[config.mk]
export PLATFORM = sky130hd
export DESIGN_NAME = sub_share_arb
export DESIGN_NICKNAME = d
export VERILOG_FILES = /design/src/rtl/sub_share_arb.sv
export SDC_FILE = /design/constraint.sdc
export NUM_CORES = 1
export LEC_CHECK = 0
export CAP_MARGIN = 20
export CORE_UTILIZATION = 37
export CTS_CLUSTER_DIAMETER = 100
export DETAILED_ROUTE_END_ITERATION = 7
export PLACE_DENSITY = 0.78
export SYNTH_ARGS = -nofsm -noshare
export SYNTH_HDL_FRONTEND = slang
export SYNTH_SLANG_ARGS = --single-unit
[constraint.sdc]
create_clock -name clk -period 4.6 [get_ports clk]
set_input_delay 0.46 -clock clk [delete_from_list [all_inputs] [get_ports clk]]
set_output_delay 0.46 -clock clk [all_outputs]
set_load 0.1 [all_outputs]
[src/rtl/sub_share_arb.sv]
`default_nettype none
// ============================================================================
// Module  : sub_share_arb
// Brief   : Round-robin shared (A - B - CI) subtractor with per-request lock
//           and a one-entry tagged result register with backpressure.
// Revision: 1.0 - initial release
// ============================================================================
module sub_share_arb #(
  parameter int WIDTH = 18,
  parameter int NREQ  = 4,
  parameter int TAGW  = 2
) (
  input  logic                  clk,
  input  logic                  rst_n,
  input  logic [NREQ-1:0]       req_valid,
  output logic [NREQ-1:0]       req_ready,
  input  logic [NREQ-1:0]       req_lock,
  input  logic [NREQ*WIDTH-1:0] req_a,
  input  logic [NREQ*WIDTH-1:0] req_b,
  input  logic [NREQ-1:0]       req_ci,
  output logic                  out_valid,
  input  logic                  out_ready,
  output logic [WIDTH-1:0]      out_diff,
  output logic                  out_co,
  output logic [TAGW-1:0]       out_tag,
  output logic                  out_last
);

  // Reject configurations whose tag cannot name every requester.
  generate
    if (NREQ < 2 || NREQ > 16 || (2**TAGW) < NREQ) begin : g_cfg_err
      $error("sub_share_arb: NREQ must be 2..16 and 2**TAGW >= NREQ");
    end
  endgenerate

  localparam logic [0:0] S_ARB    = 1'b0;
  localparam logic [0:0] S_LOCKED = 1'b1;

  logic [0:0]        r_state, w_state_nxt;
  logic [TAGW-1:0]   r_ptr, w_ptr_nxt;
  logic [TAGW-1:0]   r_owner, w_owner_nxt;

  logic              w_space;
  logic              w_gnt_found;
  logic [TAGW-1:0]   w_gnt_idx;
  logic [TAGW-1:0]   w_sel;
  logic              w_xfer;
  logic [2*NREQ-1:0] w_rot;
  logic [WIDTH-1:0]  w_a, w_b;
  logic              w_ci, w_lock;
  logic [WIDTH:0]    w_sub;

  logic              r_valid;
  logic [WIDTH-1:0]  r_diff;
  logic              r_co;
  logic [TAGW-1:0]   r_tag;
  logic              r_last;

  // The result slot can accept a new word when empty or being drained now.
  assign w_space = !r_valid || out_ready;

  // Rotate the valid vector so bit 0 is the pointer position; the lowest set
  // bit of the rotated view is the round-robin winner.
  assign w_rot = {req_valid, req_valid} >> r_ptr;

  // Round-robin search starting at the pointer.
  always_comb begin
    int v_sum;
    v_sum       = 0;
    w_gnt_found = 1'b0;
    w_gnt_idx   = '0;
    for (int k = NREQ - 1; k >= 0; k--) begin
      if (w_rot[k]) begin
        v_sum = int'(r_ptr) + k;
        if (v_sum >= NREQ) v_sum = v_sum - NREQ;
        w_gnt_found = 1'b1;
        w_gnt_idx   = TAGW'(v_sum);
      end
    end
  end

  // While locked only the owner can be served, otherwise the rr winner.
  assign w_sel  = (r_state == S_LOCKED) ? r_owner : w_gnt_idx;
  assign w_a    = req_a[int'(w_sel)*WIDTH +: WIDTH];
  assign w_b    = req_b[int'(w_sel)*WIDTH +: WIDTH];
  assign w_ci   = req_ci[w_sel];
  assign w_lock = req_lock[w_sel];
  assign w_xfer = |(req_valid & req_ready);

  // Borrow-out falls out as bit WIDTH of the zero-extended difference.
  assign w_sub = {1'b0, w_a} - {1'b0, w_b} - {{WIDTH{1'b0}}, w_ci};

  // FSM output: grant at most one requester, none while the slot is full.
  always_comb begin
    req_ready = '0;
    if (w_space) begin
      if (r_state == S_LOCKED) begin
        req_ready[r_owner] = req_valid[r_owner];
      end else if (w_gnt_found) begin
        req_ready[w_gnt_idx] = 1'b1;
      end
    end
  end

  // FSM next state: pointer advances past every served requester.
  always_comb begin
    w_state_nxt = r_state;
    w_ptr_nxt   = r_ptr;
    w_owner_nxt = r_owner;
    if (w_xfer) begin
      w_ptr_nxt = (int'(w_sel) == NREQ - 1) ? '0 : w_sel + TAGW'(1);
      case (r_state)
        S_ARB: begin
          if (w_lock) begin
            w_state_nxt = S_LOCKED;
            w_owner_nxt = w_sel;
          end
        end
        S_LOCKED: begin
          if (!w_lock) w_state_nxt = S_ARB;
        end
        default: w_state_nxt = S_ARB;
      endcase
    end
  end

  // FSM state register with pointer and lock owner.
  always_ff @(posedge clk) begin
    if (!rst_n) begin
      r_state <= S_ARB;
      r_ptr   <= '0;
      r_owner <= '0;
    end else begin
      r_state <= w_state_nxt;
      r_ptr   <= w_ptr_nxt;
      r_owner <= w_owner_nxt;
    end
  end

  // Result register: a transfer overwrites (also when draining), else drain.
  always_ff @(posedge clk) begin
    if (!rst_n) begin
      r_valid <= 1'b0;
      r_diff  <= '0;
      r_co    <= 1'b0;
      r_tag   <= '0;
      r_last  <= 1'b0;
    end else if (w_xfer) begin
      r_valid <= 1'b1;
      r_diff  <= w_sub[WIDTH-1:0];
      r_co    <= w_sub[WIDTH];
      r_tag   <= w_sel;
      r_last  <= !w_lock;
    end else if (out_ready) begin
      r_valid <= 1'b0;
    end
  end

  assign out_valid = r_valid;
  assign out_diff  = r_diff;
  assign out_co    = r_co;
  assign out_tag   = r_tag;
  assign out_last  = r_last;

endmodule
`default_nettype wire

==> metrics.csv <==
metric,value,unit
crit end category,flop,
largest net degree at the start of global routing,42,
Post-route DRC,0,
status,finished clean,
clk root buf,clkbuf_8,
Yosys warning count,0,
Register Area,563,um2
initial antenna violation count,0,
Worst Skew,0.00691,ns
global-route wire length before repair,19.9,mm
syn nets,751,
PortBufs,185,
Die W,101,um
slowest library cell on the worst path,or4b_2,
drt total wl,13.1,mm
final instance count without filler cells,902,
ys async rst share,0,%
crit-path max FO,7,
Clock Sinks,28,
Area Growth Syn to Fin,71.1,%
crit path time final,4.48,ns
multi-input logic area,0.00285,mm2
Final Hold Viols,0,
RSZ-0062 raised after global routing,yes,
row cnt,35,
Synth Instances,558,
H-Tree Depth,1,
DR vias/cell,5.20,
DRT iter0 DRCs,217,
FMAX,223,MHz
CP Buf/Inv Count,6,
Final ANT Viol Nets,0,
"Period Utilization, post-route",97.4,%
Antenna Cells,0,
"CTS clk-pin slew, worst paths",0.10,ns
Worst Hold Class,reg2reg,
number of synthesized flops with an enable pin,0,
via count,4687,
worst skew pair latency,0.27,ns
crit path DAT,4.67,ns
CP Launch Type,input pin,
critical path type,in2reg,
Core Region,0.00937,mm2
worst path required time,4.79,ns
syn avg cell area,6.52,um2
final setup TNS,0,ns
placed cells,891,
Syn Std Cell Area,0.00364,mm2
Slew headroom,31.2,%
final slew viol count,0,
register bit count reported by yosys,28,
placed wire-length estimate,10.6,mm
"Cell Chain, Critical Path",clkdlybuf4s50_1 > buf_4 > a21oi_4 > o31ai_4 > buf_4 > clkbuf_16 > and2_1 > a211oi_2 > a31oi_1 > ha_1 > inv_1 > ha_1 > nand4_1 > inv_2 > and4_4 > nand2_1 > o22a_1 > a31o_2 > o21ai_2 > or4b_2 > o311ai_1,
actual slew at the worst max-slew pin,1.03,ns
drt wl/cell,14.5,um
GRT Residual Overflow,0,
Final #Nets,967,
IO Pins,186,
die span in y,101,um
clock tree buffer depth,2,
layout cell share with drive strength beyond 1,12.5,%
gr usage total,24.0,%
GPL Wtd Cong,0.896,
post-synthesis cell type count,52,
CTS tree,done,
DRT Pass-1 Iters,5,
Max stage delay on crit path,0.59,ns
"Primary FF master, synth",dfxtp_1,
number of global-route vias before repair,4396,
Starting Density,38.8,%
MaxCap Viol Count,0,
"CP delay by family, top",compound AO/OA/AOI/OAI gates,
Die Area,0.0102,mm2
fill count,828,
Num CTS Buffers,3,
register area share after synthesis,15.4,%
"Setup violations, final",0,
==> cells in the mapped netlist, types with 2 or more instances <==
library cell	instances	area (um2)
nor2_1	84	315
inv_1	42	158
clkbuf_1	28	105
a31o_2	3	26.3
nor3_1	4	20.0
a31oi_1	22	138
and3_1	5	31.3
nand2_1	91	342
o211ai_1	2	15.0
mux2i_1	11	110
a311o_1	2	20.0
nand3_1	22	110
o21bai_1	4	30.0
or2_2	3	18.8
and2_1	22	138
o21ai_0	31	155
xor2_1	2	17.5
fa_1	2	40.0
a21oi_1	27	135
a21o_1	8	60.1
o2111ai_1	4	35.0
nand3b_1	2	15.0
buf_1	4	15.0
or3_1	2	12.5
a211oi_1	20	150
dfxtp_1	28	561
nand2b_1	12	75.1
nor2b_1	5	31.3
xnor2_1	11	96.3
o211a_1	2	20.0
ha_1	32	400
==> worst paths after layout <==
| check | startpoint | end | slack, ns | cells after the start |
|---|---|---|---|---|
| hold reg to reg | out_diff[16] | out_diff[16] | 0.49 | 2 |
| hold / removal | out_diff[16] | out_diff[16] | 0.49 | 2 |
| setup / recovery | req_valid[3] | out_diff[17] | 0.12 | 21 |
| setup reg to reg | r_ptr[1] | out_diff[17] | 0.33 | 20 |
==> through the flow <==
stage          hold slack (ns)  area [um2]  util (%)  setup slack, ns
6_report                 0.489        6220      66.4            0.118
5_1_grt                  0.506        6220      66.4          -0.0799
4_1_cts                  0.495        6050      64.5           0.0584
3_5_place_dp             0.481        5980      63.8           -0.213
3_3_place_gp             0.470        5980      63.8           -0.113
2_1_floorplan            0.528        3640         -           0.0214
==> registers in the layout, indices dropped and copies added (netlist names) <==
register / flops
r_ptr: 2
out_last: 1
r_owner: 2
out_tag: 2
out_diff: 18
out_co: 1
out_valid: 1
r_state: 1
==> layer usage <==
layer | routed length [um] | share of wire, % | track usage, %
met2 | 6330 | 48 | 43.2
met3 | 913 | 7.0 | 3.24
met1 | 5640 | 43 | 30.6
met5 | 0 | 0 | 0
met4 | 180 | 1.4 | 4.79
==> final cells by class <==
type	count	share of cell area (%)
clock buffers	3	0.664
inverters	42	2.53
well taps	129	2.59
flip-flops and latches	28	9.05
clock inverters	1	0.483
multi-input cells	454	45.9
repair buffers	245	38.8
==> tightest hold or removal path, cell delays in order (launching register included) <==
cell     delay (ns)
dfxtp_1        0.32
nand3_1        0.06
o21ai_0        0.07
==> cell families after synthesis <==
| family | synth area share, % |
|---|---|
| compound gates | 25.8 |
| mux | 3.65 |
| fa+ha+maj | 12.1 |
| simple gates | 31.9 |
| flops | 15.4 |
| xor+xnor | 3.13 |
| buf+inv | 7.98 |
==> cell usage in the layout, fill, tap and decap left out, types with 4 or more instances in the layout <==
cell,synthesis,layout
xnor2_1,11,11
and3_1,5,5
buf_4,1,55
nor2b_1,5,4
a21o_1,8,8
a211oi_1,20,13
o21ai_0,31,26
nor3_1,4,4
nand2b_1,12,12
and2_1,22,22
o21bai_1,4,4
a31oi_1,22,22
o2111ai_1,4,4
inv_1,42,41
clkdlybuf4s50_1,0,180
a21oi_1,27,27
nand2_1,91,91
a211oi_2,0,7
o21ai_1,0,4
mux2i_1,11,11
dfxtp_1,28,26
nand3_1,22,21
nor2_1,84,84
ha_1,32,32
buf_12,0,5
==> repair_timing <==
item | CTS | global route
gates resized for setup | 0 | 25
hold endpoints to repair | 0 | 0
setup buffers | 0 | 4
hold buffers | 0 | 0
endpoints found under the setup margin | 0 | 7
Power is not shown: default switching activity piles up to over one toggle a cycle in this logic, so the estimate is an artifact.
